[config.mk]
export PLATFORM = sky130hd
export DESIGN_NAME = cool_reg_spill
export DESIGN_NICKNAME = d
export VERILOG_FILES = /design/src/rtl/cool_reg_spill.sv
export SDC_FILE = /design/constraint.sdc
export NUM_CORES = 1
export LEC_CHECK = 0
export CORE_MARGIN = 2
export CORE_UTILIZATION = 36
export CTS_CLUSTER_DIAMETER = 60
export DETAILED_ROUTE_END_ITERATION = 8
export PLACE_DENSITY = 0.81
export SETUP_SLACK_MARGIN = 0.3
export SYNTH_ARGS = -nofsm -noshare
export SYNTH_HDL_FRONTEND = slang
export SYNTH_SLANG_ARGS = --single-unit
[constraint.sdc]
create_clock -name CLK -period 2.6 [get_ports CLK]
set_input_delay 0.26 -clock CLK [delete_from_list [all_inputs] [get_ports CLK]]
set_output_delay 0.26 -clock CLK [all_outputs]
set_load 0.03 [all_outputs]
[src/rtl/cool_reg_spill.sv]
// Cool register file context save/restore sequencer.
// Walks every accumulator between the file and data memory.
module cool_reg_spill #(
  parameter int WIDTH = 16,
  parameter int ID_W  = 2
) (
  input  logic             CLK,
  input  logic             Reset,
  input  logic             Start,
  input  logic             Dir,
  input  logic [WIDTH-1:0] BaseAddr,
  input  logic [ID_W-1:0]  CurID,
  input  logic [WIDTH-1:0] CoolData,
  output logic [ID_W-1:0]  CrAddr,
  output logic             SetID,
  output logic             CRW,
  output logic [WIDTH-1:0] CrDataOut,
  output logic [WIDTH-1:0] MemAddr,
  output logic [WIDTH-1:0] MemWrData,
  output logic             MemWrite,
  input  logic [WIDTH-1:0] MemRdData,
  output logic             Busy,
  output logic             Done
);

  localparam int NUM_REGS = 2 ** ID_W;
  localparam logic [ID_W-1:0] LAST =
    ID_W'(NUM_REGS - 1);

  typedef enum logic [2:0] {
    IDLE,
    S_SEL,
    S_WR,
    R_RD,
    R_WR,
    RESEL,
    DONE
  } state_t;

  state_t           state;
  state_t           stateNxt;
  logic [ID_W-1:0]  idx;
  logic [ID_W-1:0]  idxNxt;
  logic [ID_W-1:0]  curId;
  logic [WIDTH-1:0] base;
  logic [WIDTH-1:0] wordAddr;
  logic             accept;

  // Direction is captured by the state chosen on accept
  assign accept   = (state == IDLE) && Start;
  assign wordAddr = base + WIDTH'(idx);

  // State, index and the operands latched at accept
  always_ff @(posedge CLK or posedge Reset) begin
    if (Reset) begin
      state <= IDLE;
      idx   <= '0;
      base  <= '0;
      curId <= '0;
    end else begin
      state <= stateNxt;
      idx   <= idxNxt;
      if (accept) begin
        base  <= BaseAddr;
        curId <= CurID;
      end
    end
  end

  // Next state and Moore-decoded strobes
  always_comb begin
    stateNxt  = state;
    idxNxt    = idx;
    CrAddr    = '0;
    SetID     = 1'b0;
    CRW       = 1'b0;
    CrDataOut = '0;
    MemAddr   = '0;
    MemWrData = '0;
    MemWrite  = 1'b0;
    Busy      = 1'b1;
    Done      = 1'b0;
    unique case (state)
      IDLE: begin
        Busy = 1'b0;
        if (Start) begin
          idxNxt   = '0;
          stateNxt = Dir ? R_RD : S_SEL;
        end
      end
      S_SEL: begin
        SetID    = 1'b1;
        CrAddr   = idx;
        stateNxt = S_WR;
      end
      S_WR: begin
        MemWrite  = 1'b1;
        MemAddr   = wordAddr;
        MemWrData = CoolData;
        if (idx == LAST) begin
          stateNxt = RESEL;
        end else begin
          idxNxt   = idx + 1'b1;
          stateNxt = S_SEL;
        end
      end
      R_RD: begin
        MemAddr  = wordAddr;
        stateNxt = R_WR;
      end
      R_WR: begin
        SetID     = 1'b1;
        CRW       = 1'b1;
        CrAddr    = idx;
        CrDataOut = MemRdData;
        MemAddr   = wordAddr;
        if (idx == LAST) begin
          stateNxt = RESEL;
        end else begin
          idxNxt   = idx + 1'b1;
          stateNxt = R_RD;
        end
      end
      RESEL: begin
        SetID    = 1'b1;
        CrAddr   = curId;
        stateNxt = DONE;
      end
      DONE: begin
        Done     = 1'b1;
        stateNxt = IDLE;
      end
      default: begin
        Busy     = 1'b0;
        stateNxt = IDLE;
      end
    endcase
  end

endmodule

==> results.tsv <==
metric	value	unit
Hold Buf Count CTS	0	
Final TNS setup	0	ns
DR DRC count	0	
die footprint	5160	um2
Fmax	0.423	GHz
Syn Nets	242	
GRT Overall Usage	18.4	%
Cell Chain, Critical Path	ha_4 > a21oi_4 > or4_4 > or3_1 > a21oi_2 > buf_6	
final net count	361	
min Tclk post-route	2.37	ns
Max FO, Critical Path	2	
global-route wire length before repair	7640	um
number of port buffers	108	
vias in the first global route	1642	
Max-Cap Viols	0	
Clock Sinks	23	
drt first pass iters	4	
routed via count	1738	
CTS Buf Count	3	
Power Density	1070	nW/um2
post-synth cell types	32	
Final setup viols	0	
Crit path largest cell delay	0.43	ns
final slew viol count	0	
grt ovf	0	
clk_lat worst skew	0.26	ns
HPWL after DPL	3730	um
cell count after synthesis	184	
critical path class	register to output pin	
H-tree depth	1	
post-synthesis cell area	1660	um2
worst min-delay path class	primary input to async pin	
Clock Path Buffers	2	
antenna viol nets, final	0	
Tcrit/Tclk final	91.0	%
largest net degree at the start of global routing	24	
wire per inst	14.0	um
Starting Density	37.8	%
RSZ-0062 raised after global routing	true	
routability-driven placement congestion ratio	0.834	
Slew @ Worst Pin	0.882	ns
Pleak	1.81	nW
final cell count without fillers	354	
Peak VDD IR	0.808	mV
initial antenna violation count	0	
CTS tree	done	
Worst setup EP type	output pin	
num rows	24	
clock-pin slew on the worst setup and hold paths	0.08	ns
Placed Cells incl. Taps	347	
Post-Route WL	4960	um
Core ar.	4380	um2
status	finished, final reports clean	
die width	71.8	um
Slew HR	41.1	%
Yosys reg bits	23	
Final Hold Viols	0	
share of cells above drive strength 1	22.5	%
Arrival @ worst endpoint	2.11	ns
Crit-path slowest cell	dfrtp_1	
Area Overhead vs Synth	82.4	%
Vias/cell	4.91	
synthesis warning total	0	
Syn Area/Cell	9.00	um2
Critical Path RT	2.34	ns
First DRT Iteration DRCs	50	
CTS root buf	clkbuf_8	
Clock Skew	0.00742	ns
# IOs	109	
number of antenna diodes	0	
CP startpoint kind	register	
Seq/Total Area, Yosys	34.7	%
Die Y	71.8	um
[power by group]
| part | total (W) | internal, W | switching, W |
|---|---|---|---|
| clock network | 0.000220 | 0.000109 | 0.000111 |
| registers | 0.000743 | 0.000537 | 0.000207 |
| logic | 0.00228 | 0.000994 | 0.00128 |
[worst paths after layout]
path	end	cells after the start	slack [ns]	from
setup / recovery	MemAddr[15]	6	0.23	base[1]
hold / removal	base[12]	2	0.48	Reset
setup reg to reg	base[8]	5	0.85	state[1]
hold reg to reg	curId[0]	1	0.52	curId[0]
max in group asynchronous	idx[1]	2	1.52	Reset
min in group CLK	curId[0]	1	0.52	curId[0]
[registers in the layout (all words and copies together), names as in the netlist]
register,count
curId,2
state,3
idx,2
base,16
[synthesized netlist by cell type (all sizes together)]
master | number | area share [%]
and2 | 17 | 6.4
a31oi | 2 | 0.76
and3 | 17 | 6.4
a211oi | 1 | 0.45
ha | 3 | 2.3
nor2b | 4 | 1.5
clkbuf | 6 | 1.4
dfrtp | 23 | 35
o21ai | 4 | 1.2
nand3 | 2 | 0.60
inv | 3 | 0.68
xor2 | 2 | 1.1
buf | 4 | 1.2
nor3 | 6 | 2.5
nor4 | 4 | 1.5
nor3b | 2 | 1.2
o21bai | 1 | 0.45
or3 | 3 | 1.1
mux2 | 20 | 14
nor2 | 25 | 5.7
or4 | 1 | 0.68
nand2b | 2 | 0.76
a21oi | 8 | 3.1
nand2 | 9 | 2.0
xnor2 | 9 | 4.8
nand4 | 3 | 1.5
mux2i | 2 | 1.2
fa | 1 | 1.2
[critical path, delay by kind of cell, from the launching register on]
| family | cells | cell delay (ns) |
|---|---|---|
| compound gates | 2 | 0.22 |
| flops | 1 | 0.43 |
| fa+ha+maj | 1 | 0.29 |
| buf+inv | 1 | 0.15 |
| simple gates | 2 | 0.76 |
[layout by cell type (no fill, tap or decap), drive strengths merged]
cell	count
inv	3
nand2	9
nand2b	2
nor2b	4
nor3	6
nor2	25
xnor2	9
buf	24
dlygate4sd2	3
or4	1
a211oi	1
mux2i	2
a31oi	2
nor4	4
clkbuf	8
dlymetal6s2s	33
and3	17
o21bai	1
o21ai	4
clkdlybuf4s50	59
or3	3
mux2	20
nor3b	2
fa	1
and2	17
ha	3
nand4	3
xor2	2
clkdlybuf4s18	1
nand3	2
a21oi	8
dfrtp	23
[layer usage]
layer / global-route usage, % / up-vias / part of all wire, %
met5: 0 / - / 0
met1: 22.8 / 801 / 41
li1: - / 868 / -
met4: 3.77 / 0 / 1.0
met3: 3.80 / 4 / 6.3
met2: 33.1 / 65 / 51
[kinds of logic (layout without fill, tap and decap cells)]
family	count (synthesis)	in the layout	share of synthesized area, %
AO/OA/AOI/OAI	16	16	5.97
XOR/XNOR	11	11	5.82
adder cells (fa/ha/maj)	4	4	3.47
buffers and inverters	13	131	3.25
flip-flops	23	23	34.7
multiplexers	22	22	14.8
AND/OR/NAND/NOR	95	95	31.9
[metrics by stage]
step           worst slack (ns)  utilization, %  total power [W]  instance area [um2]  hold WS (ns)
5_1_grt                   0.185            68.9          0.00346                 3020         0.554
6_report                  0.233            68.9          0.00324                 3020         0.485
3_5_place_dp            0.00923            65.2          0.00305                 2860         0.505
4_1_cts                   0.147            67.6          0.00327                 2960         0.509
3_3_place_gp             0.0861            65.2          0.00300                 2860         0.496
2_1_floorplan             0.320               -          0.00215                 1660         0.262
[what timing repair did]
item	4_1_cts	5_1_grt
pin swaps	5	0
setup endpoints to repair	16	45
gates resized for setup	46	56
setup buffers	3	0
[layout make-up]
class                   instances  area (um2)
clock buffers                   4        45.0
inverters                       3        11.3
repair buffers                124        1230
fillers                       361        1360
multi-input cells             148        1090
well taps                      52        65.1
flip-flops and latches         23         577
No activity file was read; power rests on OpenSTA's default activity.
